**src/rtl/stream_pkg.sv**
```systemverilog
// Shared stream definitions: default widths and the beat record used by the
// stream steering blocks (this demux and the matching stream_mux arbiter).
package stream_pkg;

    localparam int DEF_WIDTH = 8;
    localparam int DEF_SEL_W = 1;
    localparam int DEF_CNT_W = 8;

    // One stream beat: payload plus destination/source select.
    typedef struct packed {
        logic [DEF_WIDTH-1:0] data;
        logic [DEF_SEL_W-1:0] sel;
    } beat_t;

endpackage

```
**src/rtl/stream_demux_if.sv**
```systemverilog
// Handshake bundle of the stream demultiplexer: one select-tagged input
// stream and NOUT valid/ready output channels.
interface stream_demux_if
    import stream_pkg::*;
#(
    parameter int WIDTH = DEF_WIDTH,
    parameter int NOUT  = 2,
    parameter int SEL_W = DEF_SEL_W
) ();

    logic [WIDTH-1:0]      in_data;
    logic [SEL_W-1:0]      in_sel;
    logic                  in_valid;
    logic                  in_ready;
    logic [NOUT*WIDTH-1:0] out_data;
    logic [NOUT-1:0]       out_valid;
    logic [NOUT-1:0]       out_ready;

    // Producer of input beats and consumer of the output channels.
    modport master (
        output in_data, in_sel, in_valid, out_ready,
        input  in_ready, out_data, out_valid
    );

    // The demultiplexer itself.
    modport slave (
        input  in_data, in_sel, in_valid, out_ready,
        output in_ready, out_data, out_valid
    );

endinterface

```
**src/rtl/stream_demux_slot.sv**
```systemverilog
// One-entry holding register for a single demux output channel.
// A load wins over a pop so a simultaneous pop+load streams with no bubble.
module demux_slot #(
    parameter int WIDTH = 8
) (
    input  logic             clk,
    input  logic             rst,
    input  logic             load,
    input  logic             pop,
    input  logic [WIDTH-1:0] din,
    output logic             valid,
    output logic [WIDTH-1:0] dout
);

    logic             valid_r;
    logic [WIDTH-1:0] data_r;

    // Slot state: reset clears, load fills, pop empties (data kept), else hold.
    always_ff @(posedge clk) begin
        if (rst) begin
            valid_r <= 1'b0;
            data_r  <= {WIDTH{1'b0}};
        end else if (load) begin
            valid_r <= 1'b1;
            data_r  <= din;
        end else if (pop) begin
            valid_r <= 1'b0;
            data_r  <= data_r;
        end else begin
            valid_r <= valid_r;
            data_r  <= data_r;
        end
    end

    assign valid = valid_r;
    assign dout  = data_r;

endmodule

```
**src/rtl/stream_demux.sv**
```systemverilog
// 1-to-NOUT valid/ready stream demultiplexer. Each beat is steered by its
// select field into a per-channel one-entry slot; out-of-range selects are
// consumed and counted in a saturating drop counter.
module stream_demux
    import stream_pkg::*;
#(
    parameter int WIDTH = DEF_WIDTH,
    parameter int NOUT  = 2,
    parameter int SEL_W = DEF_SEL_W,
    parameter int CNT_W = DEF_CNT_W
) (
    input  logic             clk,
    input  logic             rst,
    stream_demux_if.slave    bus,
    output logic             drop_pulse,
    output logic [CNT_W-1:0] drop_count
);

    logic [NOUT-1:0]       hit_s;
    logic [NOUT-1:0]       valid_s;
    logic [NOUT-1:0]       load_s;
    logic [NOUT-1:0]       pop_s;
    logic [NOUT*WIDTH-1:0] data_s;
    logic                  ready_s;
    logic                  accept_s;
    logic                  drop_s;
    logic                  drop_pulse_r;
    logic [CNT_W-1:0]      drop_count_r;

    // Decode the select into a one-hot channel hit; no hit means out of range.
    always_comb begin
        hit_s = {NOUT{1'b0}};
        for (int k = 0; k < NOUT; k++) begin
            hit_s[k] = (bus.in_sel == SEL_W'(k));
        end
    end

    // Only the addressed channel can stall the input; drops are always taken.
    assign ready_s  = !rst && !(|(hit_s & valid_s & ~bus.out_ready));
    assign accept_s = bus.in_valid & ready_s;
    assign load_s   = hit_s & {NOUT{accept_s}};
    assign pop_s    = valid_s & bus.out_ready;
    assign drop_s   = accept_s & ~(|hit_s);

    for (genvar k = 0; k < NOUT; k++) begin : g_slot
        demux_slot #(
            .WIDTH (WIDTH)
        ) u_slot (
            .clk   (clk),
            .rst   (rst),
            .load  (load_s[k]),
            .pop   (pop_s[k]),
            .din   (bus.in_data),
            .valid (valid_s[k]),
            .dout  (data_s[k*WIDTH +: WIDTH])
        );
    end

    // Drop pulse and saturating drop counter for out-of-range beats.
    always_ff @(posedge clk) begin
        if (rst) begin
            drop_pulse_r <= 1'b0;
            drop_count_r <= {CNT_W{1'b0}};
        end else begin
            drop_pulse_r <= drop_s;
            if (drop_s && (drop_count_r != {CNT_W{1'b1}})) begin
                drop_count_r <= drop_count_r + CNT_W'(1);
            end else begin
                drop_count_r <= drop_count_r;
            end
        end
    end

    assign bus.in_ready  = ready_s;
    assign bus.out_valid = valid_s;
    assign bus.out_data  = data_s;
    assign drop_pulse    = drop_pulse_r;
    assign drop_count    = drop_count_r;

endmodule

```
**src/flat_wrapper.sv**
```systemverilog
// flat-port wrapper written by rule: the top's interface ports become plain ports
module stream_demux_flat import stream_pkg::*;
#(
    parameter int WIDTH = DEF_WIDTH,
    parameter int NOUT  = 2,
    parameter int SEL_W = DEF_SEL_W,
    parameter int CNT_W = DEF_CNT_W
)
  (clk, rst, drop_pulse, drop_count, bus_in_data, bus_in_sel, bus_in_valid, bus_out_ready, bus_in_ready, bus_out_data, bus_out_valid);
  stream_demux_if #(.WIDTH(WIDTH), .NOUT(NOUT), .SEL_W(SEL_W)) bus_i ();
  input  logic clk;
  input  logic rst;
  output logic drop_pulse;
  output logic [CNT_W-1:0] drop_count;
  input wire logic [$bits(bus_i.in_data)-1:0] bus_in_data;
  input wire logic [$bits(bus_i.in_sel)-1:0] bus_in_sel;
  input wire logic [$bits(bus_i.in_valid)-1:0] bus_in_valid;
  input wire logic [$bits(bus_i.out_ready)-1:0] bus_out_ready;
  output wire logic [$bits(bus_i.in_ready)-1:0] bus_in_ready;
  output wire logic [$bits(bus_i.out_data)-1:0] bus_out_data;
  output wire logic [$bits(bus_i.out_valid)-1:0] bus_out_valid;
  assign bus_i.in_data = bus_in_data;
  assign bus_i.in_sel = bus_in_sel;
  assign bus_i.in_valid = bus_in_valid;
  assign bus_i.out_ready = bus_out_ready;
  assign bus_in_ready = bus_i.in_ready;
  assign bus_out_data = bus_i.out_data;
  assign bus_out_valid = bus_i.out_valid;
  stream_demux #(.WIDTH(WIDTH), .NOUT(NOUT), .SEL_W(SEL_W), .CNT_W(CNT_W)) u_core (.clk(clk), .rst(rst), .bus(bus_i), .drop_pulse(drop_pulse), .drop_count(drop_count));
endmodule
```
**config.mk**
```make
export PLATFORM = sky130hd
export DESIGN_NAME = stream_demux_flat
export DESIGN_NICKNAME = d
export VERILOG_FILES = /design/src/rtl/stream_pkg.sv /design/src/rtl/stream_demux_if.sv /design/src/rtl/stream_demux_slot.sv /design/src/rtl/stream_demux.sv /design/src/flat_wrapper.sv
export SDC_FILE = /design/constraint.sdc
export NUM_CORES = 1
export LEC_CHECK = 0
export CAP_MARGIN = 20
export CORE_MARGIN = 3
export CORE_UTILIZATION = 40
export DETAILED_ROUTE_END_ITERATION = 10
export GPL_ROUTABILITY_DRIVEN = 1
export PLACE_DENSITY = 0.8
export SKIP_CTS_REPAIR_TIMING = 1
export SLEW_MARGIN = 20
export SYNTH_ARGS = -nofsm -noshare
export SYNTH_HDL_FRONTEND = slang
export SYNTH_SLANG_ARGS = --single-unit
```
**constraint.sdc**
```tcl
create_clock -name clk -period 1.7 [get_ports clk]
set_input_delay 0.51 -clock clk [delete_from_list [all_inputs] [get_ports clk]]
set_output_delay 0.51 -clock clk [all_outputs]
set_load 0.05 [all_outputs]
```
==> results of run 1 <==
[stage by stage]
stage / setup WS, ns / total power [mW]
6_report: 0.01149 / 1.083
5_1_grt: -0.05370 / 1.141
4_1_cts: -0.3445 / 1.096
2_1_floorplan: 0.02169 / 0.6869
3_3_place_gp: -0.3175 / 0.8276
3_5_place_dp: -0.3383 / 0.8342
[kinds of logic (layout without fill, tap and decap cells)]
group,count (synthesis),in the layout,synth area share
other,1,9,0.004123
AOI/OAI and AO/OA,18,18,0.1389
muxes,8,8,0.1321
and+or+nand+nor,25,25,0.1857
DFF,18,18,0.3962
buffers and inverters,17,49,0.1430
[Yosys cell counts, types with 3 or more instances]
| library cell | count | share of area |
|---|---|---|
| a21oi_1 | 8 | 0.044 |
| a31o_2 | 8 | 0.077 |
| buf_4 | 11 | 0.091 |
| buf_6 | 3 | 0.037 |
| dfxtp_1 | 18 | 0.40 |
| mux2_4 | 8 | 0.13 |
| nand2b_1 | 10 | 0.069 |
| nor2_1 | 3 | 0.012 |
| nor2b_1 | 9 | 0.062 |
[metal layers]
layer,wire [um],GRT usage
met1,749,0.1641
met2,1071,0.2702
met3,138,0.04432
met4,46,0.1106
met5,0,0
[flip-flops by register name (all words and copies together) (netlist names)]
name	cells
u_core.g_slot.u_slot.valid	2
u_core.g_slot.u_slot.dout	16
[power by group through the flow]
stage	logic, mW	registers [mW]	clock network [mW]
2_1_floorplan	0.149	0.538	0
3_3_place_gp	0.349	0.478	0
3_5_place_dp	0.356	0.479	0
4_1_cts	0.356	0.469	0.270
5_1_grt	0.373	0.470	0.298
6_report	0.359	0.467	0.257
[final timing paths]
| check | from | endpoint | slack (ns) |
|---|---|---|---|
| worst max-delay path | u_core.g_slot[1].u_slot.valid | bus_in_ready | 0.01 |
| worst max register to register | u_core.g_slot[0].u_slot.valid | u_core.g_slot[0].u_slot.dout[3] | 0.34 |
| worst min-delay path | bus_out_ready[1] | u_core.g_slot[1].u_slot.valid | 0.58 |
| worst min register to register | u_core.g_slot[1].u_slot.valid | u_core.g_slot[1].u_slot.valid | 0.64 |
[final cells by class]
type	count	area (um2)
multi-input cells	60	479.2
well taps	27	33.78
clock buffers	4	36.28
repair buffers	45	626.9
fillers	135	521.8
flip-flops and latches	18	364.1
[worst reg2reg max path, cell delays in order (launching register included)]
cell	delay (ns)
dfxtp_1	0.44
nand2b_4	0.07
buf_4	0.13
buf_4	0.13
nand2_4	0.16
mux2_4	0.32
==> flow_summary.ini, run 1 <==
[outcome]
run_status = completed

[route]
drt-total-wl_mm = 2.005
via_per_inst = 4.662
firstDrtPassIters = 4
route.detailed.drc = 0
drtIter0Drc = 8
vias = 718
ant_nets = 0
drt-wirelength-per-cell_um = 13.02

[setup_path]
path_buf_inv = 1
worstSetupStartpointType = flop
slowest_delay_ns = 0.35
cp_max_fo = 2
critPathArrivalTime_ns = 1.18
worstSetupPathType = flop to output port
end_kind = output port
cp_top_family = flip-flops
required_ns = 1.19
cp.depth = 3
slowest_stage = dfxtp_4
r2r_cells = 5
crit_chain = nor2b_4 > a211oi_4 > buf_12

[pwr]
cellPowerDensity_nw_per_um2 = 703.3
sw_frac_of_total = 0.3106
vdd_drop_max_mv = 0.5453
power_leakage_nw = 0.6895
p_seq_frac = 0.431
p_sw_mw = 0.3365
p_int_mw = 0.7467
p_clk_frac = 0.238
p_comb_frac = 0.331

[global_route]
grt_max_degree = 15
track_usage = 0.1577
antenna_found_initial = 0
overflow = 0
grt_pass1_vias = 731
grt_pass1_wl_mm = 3.215

[place]
port_buffers = 32
gp_congestion = 0.8533
placed_cell_area_um2 = 1461
place_inst = 147
dpl.hpwl_mm = 1.627

[clock_tree]
insertion_delay_ns = 0.29
htreeDepth = 1
cts.sinks = 18
cts.clk_slew.worst_paths_ns = 0.10
cts_tree = yes
clockBufferDepth = 2
cts_buffers = 3
clockRootBuffer = clkbuf_4

[sta]
hold_violations = 0
fin_crit_sh = 0.9932
fmax_mhz = 592.2
setup_tns_ns = 0
finalMaxSlewViolations = 0
hold_ws_ns = 0.5789
fin_skew_ns = 0.004027
setup_viol = 0
rsz0062_at_grt = true
post-route-min-period_ns = 1.689

[synth]
synth_edf_count = 0
synth_cell_types = 18
yosysSeqAreaShare = 0.3961
ys_seq_elements = 18
avgSynthCellArea_um2 = 10.46
ys_warn_count = 0
synth_ff_type = dfxtp_1
async_reset_ff_frac = 0
syn-cell-area_um2 = 909.6
netlist_instances = 87

[die]
num_io_pins = 42
core_um2 = 2062
die_x_um = 53.69
num_rows = 16
initial_core_util = 0.4411
die_h_um = 53.69
die_area_um2 = 2882

[layout]
layout_common_cells = 20 x buf_12, 17 x dfxtp_1, 11 x buf_4
nets = 142
fin_area_um2 = 1540
final_common_cell = buf_12
antenna_cells = 0
drive_gt1_frac = 0.4803
stdcell_count = 154
final_core_util = 0.7470
area_growth_syn_to_layout_pct = 69.33

[run]
maxCapViolations = 0

[hold_path]
hold_path.class = input pin to flop
hold_depth = 4
No activity file was read; power rests on OpenSTA's default activity.
==> run 2, diff against run 1 <==
--- a/constraint.sdc
+++ b/constraint.sdc
@@ -3,2 +3,2 @@
 set_output_delay 0.51 -clock clk [all_outputs]
-set_load 0.05 [all_outputs]
+set_load 0.02 [all_outputs]
==> run 2 against run 1 <==
  * The run now ends with negative setup slack left
  * Routed wire length is 2.6% higher
  * Count of clock-buffer cells in the layout stayed put
  * Global-route usage is 2.1 points lower
  * Core utilization is 8.4 points lower
  * Clock power is 5% higher
  * Power is 13% lower
  * Hold slack better by 0.037 ns
  * Clock skew is 0.0054 ns higher
  * Critical path depth stayed put
  * Final cell count is 0.65% lower
  * Sequential share of layout area is 2.8 points higher
  * Register-to-register slack better by 0.19 ns
  * Largest cell class is now multi-input gates
  * Largest power group unchanged
==> flow_summary.ini, run 2 (synthesis gave the netlist of run 1 again) <==
[setup_path]
required_ns = 1.19
end_kind = output port
cp_max_fo = 2
worstSetupStartpointType = flop
crit_chain = nor2b_4 > a211oi_2 > buf_4
r2r_slack_ns = 0.53
slowest_stage = dfxtp_2
critPathArrivalTime_ns = 1.19
slowest_delay_ns = 0.34
worstSetupPathType = flop to output port

[place]
dpl.hpwl_mm = 1.350
place_inst = 147
placed_cell_area_um2 = 1244
gp_congestion = 0.7138
port_buffers = 32

[outcome]
run_status = complete, but fails checks
violations = negative setup slack

[layout]
antenna_cells = 0
nets = 141
final_common_cell = dlymetal6s2s_1
nFillCells = 161
area_growth_syn_to_layout_pct = 50.21
largest_register_ffs = 16
fin_area_um2 = 1366
drive_gt1_frac = 0.3254
stdcell_count = 153
layout_common_cells = 22 x dlymetal6s2s_1, 17 x dfxtp_1, 10 x buf_4

[route]
drtIter0Drc = 5
drt-total-wl_mm = 2.057
ant_nets = 0
via_per_inst = 4.673
vias = 715
route.detailed.drc = 0
firstDrtPassIters = 4
drt-wirelength-per-cell_um = 13.44

[clock_tree]
cts_buffers = 3
clockRootBuffer = clkbuf_4
clockBufferDepth = 2
insertion_delay_ns = 0.30
htreeDepth = 1
cts_tree = yes
cts.sinks = 18
cts.clk_slew.worst_paths_ns = 0.11

[global_route]
grt_pass1_wl_mm = 2.835
grt_pass1_vias = 659
grt_max_degree = 21
antenna_found_initial = 0
overflow = 0
track_usage = 0.1368

[sta]
post-route-min-period_ns = 1.701
hold_ws_ns = 0.6163
setup_viol = 1
worst_slack_ns = -0.0007777
fin_skew_ns = 0.009449
rsz0062_at_grt = true
fmax_mhz = 588.0
fin_crit_sh = 1.000
finalMaxSlewViolations = 0
hold_violations = 0

[pwr]
p_sw_mw = 0.2525
power_leakage_nw = 0.8953
sw_frac_of_total = 0.2685
vdd_drop_max_mv = 0.4562
p_int_mw = 0.6878
cellPowerDensity_nw_per_um2 = 688.2
p_seq_frac = 0.485
p_comb_frac = 0.229
p_clk_frac = 0.286

[run]
maxCapViolations = 0

[die]
initial_core_util = 0.4411
num_io_pins = 42
die_h_um = 53.69
die_area_um2 = 2882
num_rows = 16
die_x_um = 53.69
core_um2 = 2062

[hold_path]
hold_path.class = flop to flop
run 2: cell types whose count changed in the layout (fill, tap and decap cells not counted), sizes merged:
cell          change
clkbuf            -1
dlymetal6s2s     +19
buf              -20
nand2             +1
run 2: layout make-up:
class | instances | area, um2 | share of cell area
Multi-Input combinational cell | 61 | 478.0 | 0.3498
Timing Repair Buffer | 43 | 456.7 | 0.3342
Sequential cell | 18 | 361.6 | 0.2647
Clock buffer | 4 | 36.28 | 0.02656
Tap cell | 27 | 33.78 | 0.02473
run 2: through the flow:
stage	TNS (ns)	util	worst slack [ns]	power [mW]
2_1_floorplan	0	-	0.08119	0.6000
3_3_place_gp	-5.583	0.6032	-0.7552	0.6749
3_5_place_dp	-5.907	0.6032	-0.7848	0.6780
4_1_cts	-2.174	0.6208	-0.8051	0.9489
5_1_grt	-0.05403	0.6626	-0.05403	0.9807
6_report	-0.0007777	0.6626	-0.0007777	0.9403
run 2: power groups by stage:
| stage | clock [mW] | sequential, mW | combinational [mW] |
|---|---|---|---|
| 2_1_floorplan | 0 | 0.490 | 0.110 |
| 3_3_place_gp | 0 | 0.464 | 0.210 |
| 3_5_place_dp | 0 | 0.465 | 0.213 |
| 4_1_cts | 0.279 | 0.456 | 0.214 |
| 5_1_grt | 0.292 | 0.459 | 0.230 |
| 6_report | 0.269 | 0.456 | 0.215 |
run 2: routing by layer:
| metal | up-vias | GRT usage | wire (um) |
|---|---|---|---|
| met5 | - | 0 | 0 |
| met4 | 0 | 0.06383 | 11 |
| met3 | 2 | 0.03601 | 169 |
| met2 | 30 | 0.2177 | 1011 |
| met1 | 328 | 0.1703 | 865 |
| li1 | 355 | - | - |
run 2: worst max-delay path: cells and delay by family, from the launching register on:
family,cells,cell delay [ns]
AOI/OAI and AO/OA,1,0.24
buffers and inverters,1,0.18
and+or+nand+nor,1,0.13
DFF,1,0.34
run 2: final timing paths:
| path | from | to | depth (start not counted) |
|---|---|---|---|
| worst min register to register | u_core.g_slot[0].u_slot.dout[1] | u_core.g_slot[0].u_slot.dout[1] | 2 |
| worst max-delay path | u_core.g_slot[1].u_slot.valid | bus_in_ready | 3 |
| worst max register to register | u_core.g_slot[0].u_slot.valid | u_core.g_slot[0].u_slot.dout[7] | 4 |
| worst min-delay path | u_core.g_slot[0].u_slot.dout[1] | u_core.g_slot[0].u_slot.dout[1] | 2 |
==> run 3, diff against run 2 <==
- CAP_MARGIN: 20 -> unset
- clock period: 1.7 -> 1.9 ns (I/O delays scaled with it)
==> run 3 against run 2 <==
  * The flow now finishes without violations
  * Flip-flop and latch count unchanged
  * Hold slack improved by 0.0025 ns
  * Clock power decreased by 14%
  * First-iteration DRC count did not move
  * Global-route usage fell by 0.74 points
  * Combinational power decreased by 12%
  * Die area stayed put
  * Core utilization decreased by 3.8 points
  * Count of clock-buffer cells in the layout stayed put
  * Sequential power shrank 11%
==> flow_summary.ini, run 3 (synthesis gave the netlist of run 1 again) <==
[outcome]
run_status = completed

[sta]
fin_crit_sh = 0.9649
rsz0062_at_grt = false
finalMaxSlewViolations = 0
post-route-min-period_ns = 1.833
worst_slack_ns = 0.06665
fmax_mhz = 545.4
hold_violations = 0
fin_skew_ns = 0.003840
setup_viol = 0
setup_tns_ns = 0

[setup_path]
startpoint = u_core.g_slot[1].u_slot.valid
path_buf_inv = 1
r2r_slack_ns = 0.73
worstSetupPathType = flop to output port
crit_chain = clkdlybuf4s50_1
slowest_delay_ns = 0.62
critPathArrivalTime_ns = 1.26
required_ns = 1.33
cp_top_family = buffers and inverters
worstSetupStartpointType = flop
crit_end = bus_out_valid[1]
slowest_stage = clkdlybuf4s50_1
r2r_cells = 4
cp.depth = 1
cp_max_fo = 3
timing.rr.end = u_core.g_slot[0].u_slot.dout[6]
rr_startpoint = u_core.g_slot[0].u_slot.valid
end_kind = output port

[die]
core_um2 = 2062
num_rows = 16
num_io_pins = 42
initial_core_util = 0.4411
die_x_um = 53.69
die_h_um = 53.69
die_area_um2 = 2882

[global_route]
overflow = 0
antenna_found_initial = 0
track_usage = 0.1294
grt_pass1_vias = 618
grt_max_degree = 21
grt_pass1_wl_mm = 2.739

[layout]
layout_common_cells = 26 x clkdlybuf4s50_1, 18 x dfxtp_1, 9 x nand2b_1, 9 x conb_1, 9 x buf_4
area_growth_syn_to_layout_pct = 41.54
nets = 137
nFillCells = 166
antenna_cells = 0
fin_area_um2 = 1287
largest_register_ffs = 16
drive_gt1_frac = 0.2951
final_common_cell = clkdlybuf4s50_1

[pwr]
p_seq_frac = 0.492
p_comb_frac = 0.228
cellPowerDensity_nw_per_um2 = 643.6
power_leakage_nw = 0.5923
p_sw_mw = 0.2132
p_clk_frac = 0.280
vdd_drop_max_mv = 0.3993
p_total_mw = 0.8286
sw_frac_of_total = 0.2573
p_int_mw = 0.6154

[place]
pre_cts_slack_ns = -0.6782
placed_cell_area_um2 = 1229
gp_congestion = 0.7010
port_buffers = 32
dpl.hpwl_mm = 1.276

[route]
drt-total-wl_mm = 1.753
firstDrtPassIters = 4
via_per_inst = 4.503
drtIter0Drc = 5
route.detailed.drc = 0
drt-wirelength-per-cell_um = 11.77
ant_nets = 0
vias = 671

[run]
maxCapViolations = 0

[clock_tree]
htreeDepth = 1
clockRootBuffer = clkbuf_4
cts_tree = yes
insertion_delay_ns = 0.28
cts.sinks = 18
clockBufferDepth = 2
cts.clk_slew.worst_paths_ns = 0.11
cts_buffers = 3

[hold_path]
hp-start = u_core.g_slot[1].u_slot.dout[2]
hold_path.class = flop to flop
-- run 3: cell type report --
| type | instances | area, um2 | share of cell area |
|---|---|---|---|
| Sequential cell | 18 | 360.3 | 0.2799 |
| Tap cell | 27 | 33.78 | 0.02624 |
| Clock buffer | 4 | 36.28 | 0.02818 |
| Timing Repair Buffer | 40 | 390.4 | 0.3032 |
| Multi-Input combinational cell | 60 | 466.7 | 0.3625 |
-- run 3: power by group through the flow --
stage	combinational [mW]	sequential, mW	clock [mW]
2_1_floorplan	0.0982	0.439	0
3_3_place_gp	0.186	0.416	0
3_5_place_dp	0.189	0.416	0
4_1_cts	0.190	0.408	0.240
5_1_grt	0.201	0.411	0.261
6_report	0.189	0.408	0.232
-- run 3: how the worst min path moves through the flow --
stage | endpoint | depth (start not counted)
2_1_floorplan | u_core.g_slot[0].u_slot.valid | 2
3_3_place_gp | u_core.g_slot[1].u_slot.dout[6] | 3
3_5_place_dp | u_core.g_slot[0].u_slot.dout[4] | 2
4_1_cts | u_core.g_slot[1].u_slot.dout[2] | 3
5_1_grt | u_core.g_slot[0].u_slot.valid | 3
6_report | u_core.g_slot[1].u_slot.dout[2] | 3
-- run 3: worst register-to-register path, cell delays in order, from the launching register on --
cell and delay (ns):
dfxtp_1 0.38, nand2b_4 0.07, buf_4 0.14, nand2_4 0.16, mux2_4 0.32
-- run 3: layer usage --
| metal | vias to the layer above | track usage | part of all wire |
|---|---|---|---|
| met2 | 26 | 0.2077 | 0.46 |
| met5 | - | 0 | 0 |
| met3 | 0 | 0.03601 | 0.072 |
| li1 | 343 | - | - |
| met4 | 0 | 0.03830 | 0 |
| met1 | 302 | 0.1675 | 0.47 |
-- run 3: through the flow --
stage	utilization	hold slack (ns)	instances
2_1_floorplan	-	0.5536	95
3_3_place_gp	0.5959	0.5842	145
3_5_place_dp	0.5959	0.5944	145
4_1_cts	0.6135	0.6237	149
5_1_grt	0.6244	0.6604	149
6_report	0.6244	0.6188	149
